[src/rtl/timer_pkg.sv]
`default_nettype none
// ============================================================================
// Module   : timer_pkg
// Brief    : Shared types, constants and helpers for the timer_ar block.
// Revision : 1.0  initial release
// ============================================================================
package timer_pkg;

  // Legal parameter ranges for timer_ar.
  localparam int C_WIDTH_MIN = 2;
  localparam int C_WIDTH_MAX = 32;
  localparam int C_CKS_W_MIN = 1;
  localparam int C_CKS_W_MAX = 3;

  typedef enum logic [1:0] {
    IDLE = 2'd0,
    RUN  = 2'd1,
    DONE = 2'd2
  } timer_state_e;

  // Terminal prescaler count for a select value: 2^(sel+1) - 1.
  // Eight bits hold the largest case (sel = 7 -> 255).
  function automatic logic [7:0] prescale_max(input logic [2:0] sel);
    return 8'((9'd2 << sel) - 9'd1);
  endfunction

endpackage
`default_nettype wire

[src/rtl/timer_prescaler.sv]
`default_nettype none
// ============================================================================
// Module   : timer_prescaler
// Brief    : Free-running divider that emits one tick every 2^(cks+1)
//            cycles while the timer is running.
// Revision : 1.0  initial release
// ============================================================================
module timer_prescaler
  import timer_pkg::*;
#(
  parameter int CKS_W = 2
) (
  input  logic             clk,
  input  logic             rst,
  input  logic             clr,
  input  logic             run,
  input  logic [CKS_W-1:0] cks,
  output logic             tick
);

  localparam int C_PW = 1 << CKS_W;

  logic [C_PW-1:0] r_cnt;
  logic            w_at_scale;

  // ">=" lets a lowered select take effect at once instead of wrapping around.
  assign w_at_scale = (8'(r_cnt) >= prescale_max(3'(cks)));
  assign tick       = run && w_at_scale;

  // Divider count: restarts when idle, on load, or after reaching the scale.
  always_ff @(posedge clk or posedge rst) begin
    if (rst) begin
      r_cnt <= '0;
    end else if (clr || !run || w_at_scale) begin
      r_cnt <= '0;
    end else begin
      r_cnt <= r_cnt + C_PW'(1);
    end
  end

endmodule
`default_nettype wire

[src/rtl/timer_ar.sv]
`default_nettype none
// ============================================================================
// Module   : timer_ar
// Brief    : Parametrised prescaled up/down timer with auto-reload,
//            one-shot mode and compare-match pulse.
// Revision : 1.0  initial release
// ============================================================================
module timer_ar
  import timer_pkg::*;
#(
  parameter int WIDTH = 16,
  parameter int CKS_W = 2
) (
  input  logic             clk,
  input  logic             rst,
  input  logic             load,
  input  logic [WIDTH-1:0] data,
  input  logic [WIDTH-1:0] reload,
  input  logic [WIDTH-1:0] cmp,
  input  logic             en,
  input  logic             up_dw,
  input  logic             one_shot,
  input  logic [CKS_W-1:0] cks,
  output logic [WIDTH-1:0] tcnt,
  output logic             ovf,
  output logic             udf,
  output logic             cmp_match,
  output logic             clock_tick,
  output logic             running
);

  timer_state_e     r_state;
  timer_state_e     w_state_next;
  logic             w_run;
  logic             w_tick;
  logic             w_wrap;
  logic             w_count;
  logic [WIDTH-1:0] w_step;
  logic [WIDTH-1:0] w_next_cnt;
  logic [WIDTH-1:0] r_tcnt;
  logic             r_ovf;
  logic             r_udf;
  logic             r_cmp_match;

  assign w_run = (r_state == RUN);

  timer_prescaler #(
    .CKS_W (CKS_W)
  ) u_prescaler (
    .clk  (clk),
    .rst  (rst),
    .clr  (load),
    .run  (w_run),
    .cks  (cks),
    .tick (w_tick)
  );

  // Wrap happens at the end of the range in the current direction.
  assign w_wrap     = up_dw ? (r_tcnt == '0) : (&r_tcnt);
  assign w_step     = up_dw ? (r_tcnt - WIDTH'(1)) : (r_tcnt + WIDTH'(1));
  assign w_next_cnt = w_wrap ? reload : w_step;
  // A load in the same cycle discards the tick.
  assign w_count    = w_tick && !load;

  // State register.
  always_ff @(posedge clk or posedge rst) begin
    if (rst) begin
      r_state <= IDLE;
    end else begin
      r_state <= w_state_next;
    end
  end

  // Next-state logic; dropping en always wins.
  always_comb begin
    w_state_next = r_state;
    unique case (r_state)
      IDLE: if (en) w_state_next = RUN;
      RUN: begin
        if (!en)                                w_state_next = IDLE;
        else if (w_count && w_wrap && one_shot) w_state_next = DONE;
      end
      DONE: begin
        if (!en)       w_state_next = IDLE;
        else if (load) w_state_next = RUN;
      end
      default: w_state_next = IDLE;
    endcase
  end

  // Counter and event flags; flags are single-cycle pulses aligned with tcnt.
  always_ff @(posedge clk or posedge rst) begin
    if (rst) begin
      r_tcnt      <= '0;
      r_ovf       <= 1'b0;
      r_udf       <= 1'b0;
      r_cmp_match <= 1'b0;
    end else begin
      r_ovf       <= 1'b0;
      r_udf       <= 1'b0;
      r_cmp_match <= 1'b0;
      if (load) begin
        r_tcnt <= data;
      end else if (w_count) begin
        r_tcnt      <= w_next_cnt;
        r_ovf       <= w_wrap && !up_dw;
        r_udf       <= w_wrap && up_dw;
        r_cmp_match <= (w_next_cnt == cmp);
      end
    end
  end

  assign tcnt       = r_tcnt;
  assign ovf        = r_ovf;
  assign udf        = r_udf;
  assign cmp_match  = r_cmp_match;
  assign clock_tick = w_tick;
  assign running    = w_run;

endmodule
`default_nettype wire
[config.mk]
export PLATFORM = sky130hd
export DESIGN_NAME = timer_ar
export DESIGN_NICKNAME = d
export VERILOG_FILES = /design/src/rtl/timer_pkg.sv /design/src/rtl/timer_prescaler.sv /design/src/rtl/timer_ar.sv
export SDC_FILE = /design/constraint.sdc
export NUM_CORES = 1
export LEC_CHECK = 0
export ABC_CLOCK_PERIOD_IN_PS = 4300
export BUFFER_PORTS_ARGS = -buffer_cell sky130_fd_sc_hd__buf_2
export CORE_MARGIN = 1
export CORE_UTILIZATION = 30
export DETAILED_ROUTE_END_ITERATION = 10
export RECOVER_POWER = 50
export SYNTH_ARGS = -nofsm -noshare
export SYNTH_HDL_FRONTEND = slang
export SYNTH_HIERARCHICAL = 1
export SYNTH_SLANG_ARGS = --single-unit
[constraint.sdc]
create_clock -name clk -period 4.3 [get_ports clk]
set_input_delay 0.215 -clock clk [delete_from_list [all_inputs] [get_ports clk]]
set_output_delay 0.215 -clock clk [all_outputs]
set_load 0.005 [all_outputs]
==> results of run 1 <==
cell families after synthesis:
| family | share of synthesized area (%) |
|---|---|
| flip-flops | 23.4 |
| multiplexers | 3.13 |
| buffers and inverters | 3.65 |
| AO/OA/AOI/OAI | 23.5 |
| AND/OR/NAND/NOR | 21.3 |
| XOR/XNOR | 15.3 |
| adder cells (fa/ha/maj) | 9.64 |
how the worst max path moves through the flow:
stage / endpoint / slack [ns] / cells after the start
CTS: cmp_match$_DFF_PP0_ / 1.09 / 14
finish: cmp_match$_DFF_PP0_ / 1.08 / 14
global placement: cmp_match$_DFF_PP0_ / 0.97 / 14
global route: cmp_match$_DFF_PP0_ / 0.81 / 14
floorplan: cmp_match$_DFF_PP0_ / 1.25 / 13
detailed placement: cmp_match$_DFF_PP0_ / 0.79 / 14
flip-flops by register name, indices dropped and copies added, names as in the netlist:
signal and flops:
udf 1, r_state 2, tcnt 16, cmp_match 1, ovf 1, u_prescaler/r_cnt 4
layout by cell type (no fill, tap or decap), types with 6 or more instances in the layout:
| master | n |
|---|---|
| nor4_1 | 6 |
| a21o_1 | 10 |
| nand2_1 | 31 |
| xnor2_1 | 25 |
| dfrtp_1 | 25 |
| nor3_1 | 6 |
| buf_2 | 62 |
| inv_1 | 11 |
| nor2_1 | 28 |
| ha_1 | 19 |
| nand4_1 | 10 |
| a21oi_1 | 20 |
| clkbuf_1 | 14 |
| xor2_1 | 14 |
| o21ai_0 | 17 |
| a211oi_1 | 10 |
cells in the mapped netlist (2+ instances only):
master / instances / area (um^2)
a211o_1: 2 / 17.5
a211oi_1: 10 / 75.1
a21o_1: 10 / 75.1
a21oi_1: 20 / 100
a311oi_1: 2 / 17.5
a31oi_1: 2 / 12.5
and2_1: 2 / 12.5
and3_1: 3 / 18.8
buf_1: 3 / 11.3
clkbuf_1: 9 / 33.8
dfrtp_1: 25 / 626
ha_1: 19 / 238
inv_1: 11 / 41.3
mux2i_1: 5 / 50.1
nand2_1: 31 / 116
nand3_1: 4 / 20.0
nand4_1: 10 / 62.6
nor2_1: 28 / 105
nor2b_1: 3 / 18.8
nor3_1: 6 / 30.0
nor3b_1: 2 / 15.0
nor4_1: 6 / 37.5
o211ai_1: 5 / 37.5
o21a_1: 5 / 37.5
o21ai_0: 17 / 85.1
o22ai_1: 3 / 18.8
o31ai_1: 2 / 15.0
or3_1: 3 / 18.8
xnor2_1: 25 / 219
xnor3_1: 2 / 45.0
xor2_1: 14 / 123
repair_timing:
item	in CTS	in global routing
hold endpoints to repair	4	0
gates resized for setup	0	0
hold buffers	1	0
endpoints found under the setup margin	0	0
critical path: cells and delay by family:
family,cells,cell delay (ns)
AO/OA/AOI/OAI,3,0.59
adder cells (fa/ha/maj),2,0.59
buffers and inverters,2,0.19
AND/OR/NAND/NOR,7,1.79
per-stage QoR:
step	utilization, %	instances	power, mW	worst slack [ns]
floorplan	-	320	0.553	1.25
global placement	36.2	492	0.677	0.969
detailed placement	36.2	492	0.681	0.791
CTS	36.8	497	0.821	1.09
global route	36.6	497	0.874	0.815
finish	36.6	497	0.816	1.08
layer usage:
metal	track usage (%)	part of all wire, %	routed length (um)
met5	0	0	0
met3	2.58	6.9	570
met4	2.82	0.35	29
met2	31.6	49	4040
met1	24.4	44	3680
where the power goes:
group | internal, mW | switching, mW | leakage (nW)
registers | 0.250 | 0.0294 | 0.314
logic | 0.182 | 0.217 | 1.09
clock network | 0.0661 | 0.0709 | 0.0228
area by class of cell:
cell class                      count  area [um^2]
Clock buffer                        4         45.0
Fill cell                         946         5500
Inverter                           11         41.3
Multi-Input combinational cell    271         1950
Sequential cell                    25          626
Tap cell                          108          135
Timing Repair Buffer               78          380
==> summary.txt, run 1 <==
Outcome
  – Status: complete, no violations

Global routing
  – Initial antenna violation count: 0
  – First-pass GRT wire length: 12.6 mm
  – Pin count of the biggest net entering global routing: 32
  – Vias in the first global route: 2434
  – Global route total overflow: 0
  – GRT Resource Usage Total: 18.2%

Critical path
  – Setup crit start kind: input port
  – R2r worst-path depth: 9
  – Critical-path top delay cell: or4b_1
  – Critical Path AT: 3.38 ns
  – R2R Path End: cmp_match$_DFF_PP0_
  – CP dominant cell by count: ha_1
  – Worst r2r src: tcnt[0]$_DFFE_PP0P_
  – Critical Path Source: cks[1]
  – CP max stage delay: 0.55 ns
  – Reg2reg setup slack: 1.16 ns
  – Critical path, cell by cell: buf_2 > or2_1 > ha_1 > ha_1 > nand2_1 > nor3_4 > o21a_1 > inv_1 > nor2_1 > nand4_1 > nor4_1 > o22ai_1 > or4b_1 > a2111oi_2
  – Worst setup path category: in -> reg
  – CP endpoint kind: flop
  – CP max FO: 4
  – Worst EP required: 4.46 ns

Routing
  – DRC viols: 0
  – Routed Antenna Nets: 0
  – Drt via density: 5.34
  – DR vias: 2653
  – DR iter-0 viols: 119
  – Drt pass-1 iters: 4
  – Post-DR wirelength/cell: 16.7 um
  – Final WL: 8.32 mm

Placement
  – Dpl hpwl: 6.77 mm
  – Placed Instance Area: 3140 um^2
  – RD Place Congestion: 0.946
  – Port bufs: 76

Logic synthesis
  – Register area share after synthesis: 23.4%
  – Ys flop type: dfrtp_1
  – Syn Area/Cell: 8.36 um^2
  – FFs w/ async S/R, synth: 100%
  – Synth Instances: 320
  – Post-synth cell types: 62
  – Number of synthesized flops with an enable pin: 0
  – Syn Std Cell Area: 2680 um^2
  – Nets in the synthesized netlist: 396
  – Yosys warning count: 6
  – Post-synthesis register bit count: 25

Hold path
  – Worst hold path type: in -> reg
  – Hold path start: data[9]
  – Hold depth: 2
  – End point of the worst hold path: tcnt[9]$_DFFE_PP0P_

Layout
  – Cell area after layout: 3180 um^2
  – Layout cells sized above 1: 20.6%
  – Synth-to-Final Area Change: 18.8%
  – Nets@finish: 466
  – N_diodes: 0

Clock tree
  – CTS tree: built
  – Clock buffer depth: 2
  – Worst-Skew Late Latency: 0.26 ns
  – H-tree levels: 1
  – Root cell of the clock tree: clkbuf_8
  – Post-CTS setup buffer count: 0
  – Sink Count: 25
  – CTS Buf Count: 3
  – Clock transition at the registers of the reported paths: 0.09 ns

Pwr
  – Leakage: 1.42 nW
  – Maximum vdd drop: 0.138 mV
  – PwrDens: 257 nW/um^2

Timing
  – Tcrit/Tclk final: 74.8%
  – Max Freq: 0.311 GHz
  – Final hold violation count: 0
  – Min Tclk post-route: 3.22 ns
  – RSZ-0062 raised after global routing: false
  – # setup viols final: 0
  – Worst Tran Pin Value: 0.849 ns
  – Setup TNS: 0 ns
  – Clock Skew: 0.00333 ns
  – Normalized max-slew margin: 43.3%
  – WHS: 0.148 ns
  – Slew Limit Fails: 0

Job
  – Maxcap violations: 0

Die
  – Total I/O pin count: 77
  – Site row count: 34
  – Starting density of the core: 30.8%
  – Core area: 8680 um^2
  – Total die area: 9300 um^2
  – Die Height: 96.4 um
  – Die X: 96.4 um
(Power assumes the default switching activity.)
==> run 2: changes to the inputs <==
--- a/config.mk
+++ b/config.mk
@@ -5,7 +5,7 @@
 export SDC_FILE = /design/constraint.sdc
 export NUM_CORES = 1
 export LEC_CHECK = 0
-export ABC_CLOCK_PERIOD_IN_PS = 4300
+export ABC_CLOCK_PERIOD_IN_PS = 3200
 export BUFFER_PORTS_ARGS = -buffer_cell sky130_fd_sc_hd__buf_2
 export CORE_MARGIN = 1
 export CORE_UTILIZATION = 30
==> constraint.sdc (replaced) <==
create_clock -name clk -period 3.2 [get_ports clk]
set_input_delay 0.16 -clock clk [delete_from_list [all_inputs] [get_ports clk]]
set_output_delay 0.16 -clock clk [all_outputs]
set_load 0.005 [all_outputs]
==> run 2 against run 1 <==
Utilization is 1.3 points higher. Global-route usage increased by 0.74 points. Critical path depth fell by 5. Sequential power up 31%. Worst setup slack worse by 0.85 ns. Sequential share of layout area is 0.67 points lower.
==> summary.txt, run 2 (synthesis results as in run 1) <==
Routing
  – Drt via density: 5.30 (-0.62%)
  – Drt pass-1 iters: 4 (unchanged)
  – DRC viols: 0 (unchanged)
  – Post-DR wirelength/cell: 16.7 um (about the same)
  – DR vias: 2716 (+2.4%)
  – Routed Antenna Nets: 0 (unchanged)
  – Final WL: 8.57 mm (+3.0%)
  – DR iter-0 viols: 101 (-15%)

Clock tree
  – H-tree levels: 1 (unchanged)
  – CTS Buf Count: 3 (unchanged)
  – Clock transition at the registers of the reported paths: 0.09 ns (about the same)
  – Clock buffer depth: 2 (unchanged)
  – Worst-Skew Late Latency: 0.28 ns (+0.02 ns)
  – CTS tree: built
  – Sink Count: 25 (unchanged)
  – Root cell of the clock tree: clkbuf_8

Die
  – Starting density of the core: 30.8% (unchanged)
  – Core area: 8680 um^2 (unchanged)
  – Total die area: 9300 um^2 (unchanged)
  – Die Height: 96.4 um (unchanged)
  – Die X: 96.4 um (unchanged)
  – Total I/O pin count: 77 (unchanged)
  – Site row count: 34 (unchanged)

Timing
  – Normalized max-slew margin: 43.3% (about the same)
  – # setup viols final: 0 (unchanged)
  – Max Freq: 0.337 GHz
  – Min Tclk post-route: 2.97 ns
  – Setup TNS: 0 ns (unchanged)
  – Worst Tran Pin Value: 0.849 ns (-0.000284 ns)
  – Clock Skew: 0.00492 ns (+0.00159 ns)
  – Slew Limit Fails: 0 (unchanged)
  – Tcrit/Tclk final: 92.7%
  – Final hold violation count: 0 (unchanged)
  – RSZ-0062 raised after global routing: false
  – Worst Slack Setup Final: 0.232 ns (-0.851 ns)

Placement
  – Placed Instance Area: 3250 um^2 (+3.6%)
  – Port bufs: 76 (unchanged)
  – RD Place Congestion: 0.898 (-5.1%)
  – Dpl hpwl: 7.00 mm (+3.3%)
  – Placed insts: 507 (+3.0%)
  – DP Worst Slack: -0.00847 ns (-0.800 ns)

Layout
  – Fill cell count: 946 (unchanged)
  – Cell area after layout: 3290 um^2 (+3.5%)
  – N_diodes: 0 (unchanged)
  – Layout Cells excl Fill: 512 (+3.0%)
  – Synth-to-Final Area Change: 23.0%
  – Commonest non-fill, non-tap cell in the layout: buf_2
  – Layout cells sized above 1: 23.5% (+2.9 points)
  – Nets@finish: 481 (+3.2%)
  – Commonest non-fill, non-tap cells in the layout: 64 x buf_2, 31 x nand2_1, 28 x nor2_1, 25 x xnor2_1, 25 x dfrtp_1
  – Max reg flops: 16 (unchanged)
  – Area of all sequential standard cells: 626 um^2 (unchanged)
  – Multi-input logic area: 1970 um^2 (+0.90%)

Global routing
  – GRT Resource Usage Total: 18.9% (+0.74 points)
  – Vias in the first global route: 2681 (+10%)
  – First-pass GRT wire length: 13.2 mm (+4.7%)
  – Initial antenna violation count: 0 (unchanged)
  – Pin count of the biggest net entering global routing: 32 (unchanged)
  – Global route total overflow: 0 (unchanged)

Pwr
  – Leakage: 1.49 nW (+4.5%)
  – PwrDens: 345 nW/um^2 (+34%)
  – Power Total: 1.13 mW (+39%)
  – Maximum vdd drop: 0.183 mV (+33%)

Critical path
  – Critical Path AT: 3.15 ns (-0.23 ns)
  – Worst setup path category: reg -> reg
  – CP max FO: 5 (+1)
  – Worst EP required: 3.38 ns (-1.08 ns)
  – CP Buf/Inv Count: 0 (-2)
  – Setup crit start kind: flop
  – Delay-heaviest family, CP: compound AO/OA/AOI/OAI gates
  – Critical path, cell by cell: ha_1 > and3_1 > a211oi_2 > a211oi_1 > nor2_1 > a311o_1 > xnor3_1 > nand4_1 > a2111oi_2
  – Critical-path top delay cell: dfrtp_1
  – CP max stage delay: 0.46 ns (-0.09 ns)
  – CP endpoint kind: flop

Job
  – Maxcap violations: 0 (unchanged)

Outcome
  – Status: complete, no violations

Hold path
  – Worst hold path type: in -> reg
run 2: cell types whose count changed in the layout (fill, tap and decap cells not counted):
cell / delta
buf_2: +2
clkbuf_1: +4
a2111oi_0: -1
a2111oi_2: +1
clkinv_2: +1
nor4_2: +1
buf_1: -1
a211oi_2: +1
o21ai_1: +1
buf_4: +9
nor4_1: -1
o21ai_0: -1
a211oi_1: -1
run 2: worst register-to-register path: cells and delay by family, from the launching register on:
kind	cells	cell delay, ns
AND/OR/NAND/NOR	3	0.46
XOR/XNOR	1	0.31
AO/OA/AOI/OAI	4	1.24
adder cells (fa/ha/maj)	1	0.40
flip-flops	1	0.46
run 2: final timing paths:
check	from	endpoint	slack [ns]	cells after the start
min in group asynchronous	rst	u_prescaler/r_cnt[3]$_DFF_PP0_	0.30	3
min reg2reg	u_prescaler/r_cnt[0]$_DFF_PP0_	u_prescaler/r_cnt[0]$_DFF_PP0_	0.53	1
max reg2reg	tcnt[2]$_DFFE_PP0P_	cmp_match$_DFF_PP0_	0.23	9
max	tcnt[2]$_DFFE_PP0P_	cmp_match$_DFF_PP0_	0.23	9
max in group asynchronous	rst	tcnt[14]$_DFFE_PP0P_	2.09	3
min	data[11]	tcnt[11]$_DFFE_PP0P_	0.08	2
run 2: layout make-up:
class | instances | share of cell area [%]
multi-input combinational | 271 | 59.8
inverter | 11 | 1.25
tap | 108 | 4.11
clock inverter | 1 | 0.152
sequential | 25 | 19.0
timing repair buffer | 93 | 14.4
clock buffer | 3 | 1.25
run 2: power breakdown:
| part | switching, mW | internal (mW) |
|---|---|---|
| combinational | 0.312 | 0.260 |
| sequential | 0.0294 | 0.336 |
| clock | 0.109 | 0.0874 |
| total | 0.451 | 0.684 |
run 2: routing by layer:
metal,vias up,global-route usage (%),share of wire (%)
met2,96,32.3,47
met3,16,2.43,7.3
met4,0,5.76,2.6
met5,-,0,0
met1,1260,24.9,43
li1,1344,-,-
run 2: through the flow:
| step | utilization (%) | hold slack (ns) |
|---|---|---|
| floorplan | - | -0.0739 |
| global placement | 37.5 | 0.0613 |
| detailed placement | 37.5 | 0.0642 |
| CTS | 38.1 | 0.0793 |
| global route | 37.9 | 0.0844 |
| finish | 37.9 | 0.0823 |
run 2: what timing repair did:
action                                 4_1_cts  5_1_grt
hold buffers                                 1        0
setup endpoints to repair                    0        1
endpoints found under the hold margin        4        0
setup buffers                                0        0
resized for setup                            0        5
==> run 3: changes to the inputs <==
--- a/config.mk
+++ b/config.mk
@@ -10,6 +10,7 @@
 export CORE_MARGIN = 1
 export CORE_UTILIZATION = 30
 export DETAILED_ROUTE_END_ITERATION = 10
+export PLACE_DENSITY = 0.59
 export RECOVER_POWER = 50
 export SYNTH_ARGS = -nofsm -noshare
 export SYNTH_HDL_FRONTEND = slang
==> run 3 against run 2 <==
Count of clock-buffer cells in the layout is the same. Clock skew grew 0.00091 ns. Sequential cell count is the same. Cell area shrank 0.42%. First-iteration DRC count grew 22%. Critical endpoint unchanged.
==> summary.txt, run 3 (synthesis results as in run 1) <==
Critical path
  – Critical Path AT: 3.14 ns (about the same)
  – Worst setup path category: in -> reg
  – Worst EP required: 3.36 ns (-0.02 ns)
  – R2r worst-path depth: 9 (unchanged)
  – Setup crit start kind: input port
  – CP endpoint kind: flop
  – CP max FO: 4 (-1)

Placement
  – Placed insts: 506 (-0.20%)
  – Port bufs: 76 (unchanged)
  – Placed Instance Area: 3250 um^2 (-0.23%)
  – Dpl hpwl: 6.88 mm (-1.7%)
  – DP Worst Slack: -0.0822 ns (-0.0737 ns)
  – RD Place Congestion: 0.928 (+3.4%)

Global routing
  – First-pass GRT wire length: 12.5 mm (-5.2%)
  – GRT Resource Usage Total: 18.0% (-0.98 points)
  – Global route total overflow: 0 (unchanged)
  – Vias in the first global route: 2511 (-6.3%)
  – Pin count of the biggest net entering global routing: 32 (unchanged)
  – Initial antenna violation count: 0 (unchanged)

Clock tree
  – Clock transition at the registers of the reported paths: 0.08 ns (about the same)
  – CTS tree: built
  – CTS Buf Count: 3 (unchanged)
  – Root cell of the clock tree: clkbuf_8
  – Clock buffer depth: 2 (unchanged)
  – Worst-Skew Late Latency: 0.27 ns (about the same)
  – Post-CTS setup buffer count: 0 (unchanged)
  – Sink Count: 25 (unchanged)
  – H-tree levels: 1 (unchanged)

Pwr
  – Maximum vdd drop: 0.176 mV (-3.6%)
  – Net Switching: 0.430 mW (-4.5%)
  – Sw Share: 38.7% (-0.96 points)
  – PwrDens: 339 nW/um^2 (-1.7%)
  – Seq pwr share: 32.9% (+0.7 points)
  – Clock power frac: 16.6% (-0.7 points)
  – Pint: 0.680 mW (-0.54%)
  – Leakage: 1.49 nW (about the same)
  – Logic pwr share: 50.5% (about the same)

Die
  – Starting density of the core: 30.8% (unchanged)
  – Site row count: 34 (unchanged)
  – Total I/O pin count: 77 (unchanged)
  – Total die area: 9300 um^2 (unchanged)
  – Die X: 96.4 um (unchanged)
  – Core area: 8680 um^2 (unchanged)
  – Die Height: 96.4 um (unchanged)

Timing
  – Setup TNS: 0 ns (unchanged)
  – # setup viols final: 0 (unchanged)
  – Min Tclk post-route: 2.99 ns (+0.0198 ns)
  – Normalized max-slew margin: 43.8% (+0.45 points)
  – Final hold violation count: 0 (unchanged)
  – Worst Tran Pin Value: 0.842 ns (-0.00673 ns)
  – Clock Skew: 0.00584 ns (+0.000912 ns)
  – RSZ-0062 raised after global routing: false
  – Max Freq: 0.335 GHz (-0.66%)
  – Slew Limit Fails: 0 (unchanged)
  – Tcrit/Tclk final: 93.4% (+0.62 points)
  – Worst Slack Setup Final: 0.213 ns (-0.0198 ns)

Routing
  – DR vias: 2713 (-0.11%)
  – Post-DR wirelength/cell: 16.3 um (-2.8%)
  – DRC viols: 0 (unchanged)
  – Routed Antenna Nets: 0 (unchanged)
  – Final WL: 8.31 mm (-3.0%)
  – Drt via density: 5.31 (about the same)
  – DR iter-0 viols: 123 (+22%)
  – Drt pass-1 iters: 4 (unchanged)

Layout
  – Layout cells sized above 1: 23.3% (-0.19 points)
  – Cell area after layout: 3280 um^2 (-0.42%)
  – Commonest non-fill, non-tap cell in the layout: buf_2
  – Nets@finish: 480 (-0.21%)
  – Layout Cells excl Fill: 511 (-0.20%)
  – Max reg flops: 16 (unchanged)
  – Commonest non-fill, non-tap cells in the layout: 65 x buf_2, 31 x nand2_1, 28 x nor2_1, 25 x xnor2_1, 25 x dfrtp_1
  – N_diodes: 0 (unchanged)
  – Synth-to-Final Area Change: 22.5%

Hold path
  – Hold depth: 2 (unchanged)
  – Worst hold path type: in -> reg

Job
  – Maxcap violations: 0 (unchanged)

Outcome
  – Status: complete, no violations
==> run 3: power groups by stage <==
stage          combinational (mW)  clock (mW)  sequential (mW)
2_1_floorplan               0.374           0            0.369
3_3_place_gp                0.558           0            0.372
3_5_place_dp                0.563           0            0.372
4_1_cts                     0.568       0.195            0.366
5_1_grt                     0.619       0.212            0.369
6_report                    0.561       0.184            0.366
==> run 3: final cells by class <==
cell class	count	area [um^2]
clock buffer	3	41.3
clock inverter	1	5.00
fill	972	5400
inverter	11	41.3
multi-input combinational	271	1960
sequential	25	626
tap	108	135
timing repair buffer	92	470
==> run 3: metrics by stage <==
| stage | total power, mW | utilization, % | hold WS [ns] |
|---|---|---|---|
| after global placement | 0.930 | 37.4 | 0.0612 |
| final | 1.11 | 37.8 | 0.0963 |
| after global routing | 1.20 | 37.8 | 0.0843 |
| after CTS | 1.13 | 38.1 | 0.0902 |
| after floorplan | 0.743 | - | -0.0739 |
| after detailed placement | 0.935 | 37.4 | 0.0624 |
==> run 3: routing by layer <==
layer | share of wire, % | global-route usage [%]
met5 | 0 | 0
met4 | 0.60 | 2.45
met3 | 6.8 | 2.58
met2 | 47 | 31.3
met1 | 45 | 24.1
==> run 3: path summary, 6_finish.rpt <==
| kind | end | slack (ns) | from |
|---|---|---|---|
| worst min register to register | u_prescaler/r_cnt[0]$_DFF_PP0_ | 0.53 | u_prescaler/r_cnt[0]$_DFF_PP0_ |
| max in group asynchronous | tcnt[13]$_DFFE_PP0P_ | 2.06 | rst |
| worst max register to register | cmp_match$_DFF_PP0_ | 0.23 | tcnt[3]$_DFFE_PP0P_ |
| worst max-delay path | cmp_match$_DFF_PP0_ | 0.21 | cks[1] |
| min in group asynchronous | u_prescaler/r_cnt[3]$_DFF_PP0_ | 0.33 | rst |
| worst min-delay path | tcnt[9]$_DFFE_PP0P_ | 0.1 | data[9] |
==> run 3: worst max-delay path: stages <==
cell and delay, ns:
buf_2 0.11, or2_1 0.24, ha_1 0.30, ha_1 0.27, nand2_1 0.09, nor3_4 0.18, o21a_1 0.16, inv_1 0.06
nor2_1 0.21, nand4_1 0.15, nor4_2 0.27, o22ai_1 0.12, or4b_1 0.54, a2111oi_2 0.29
==> run 3: repair_timing <==
item,4_1_cts,5_1_grt
endpoints found under the hold margin,4,0
setup endpoints to repair,0,1
hold buffers,1,0
resized for setup,0,1
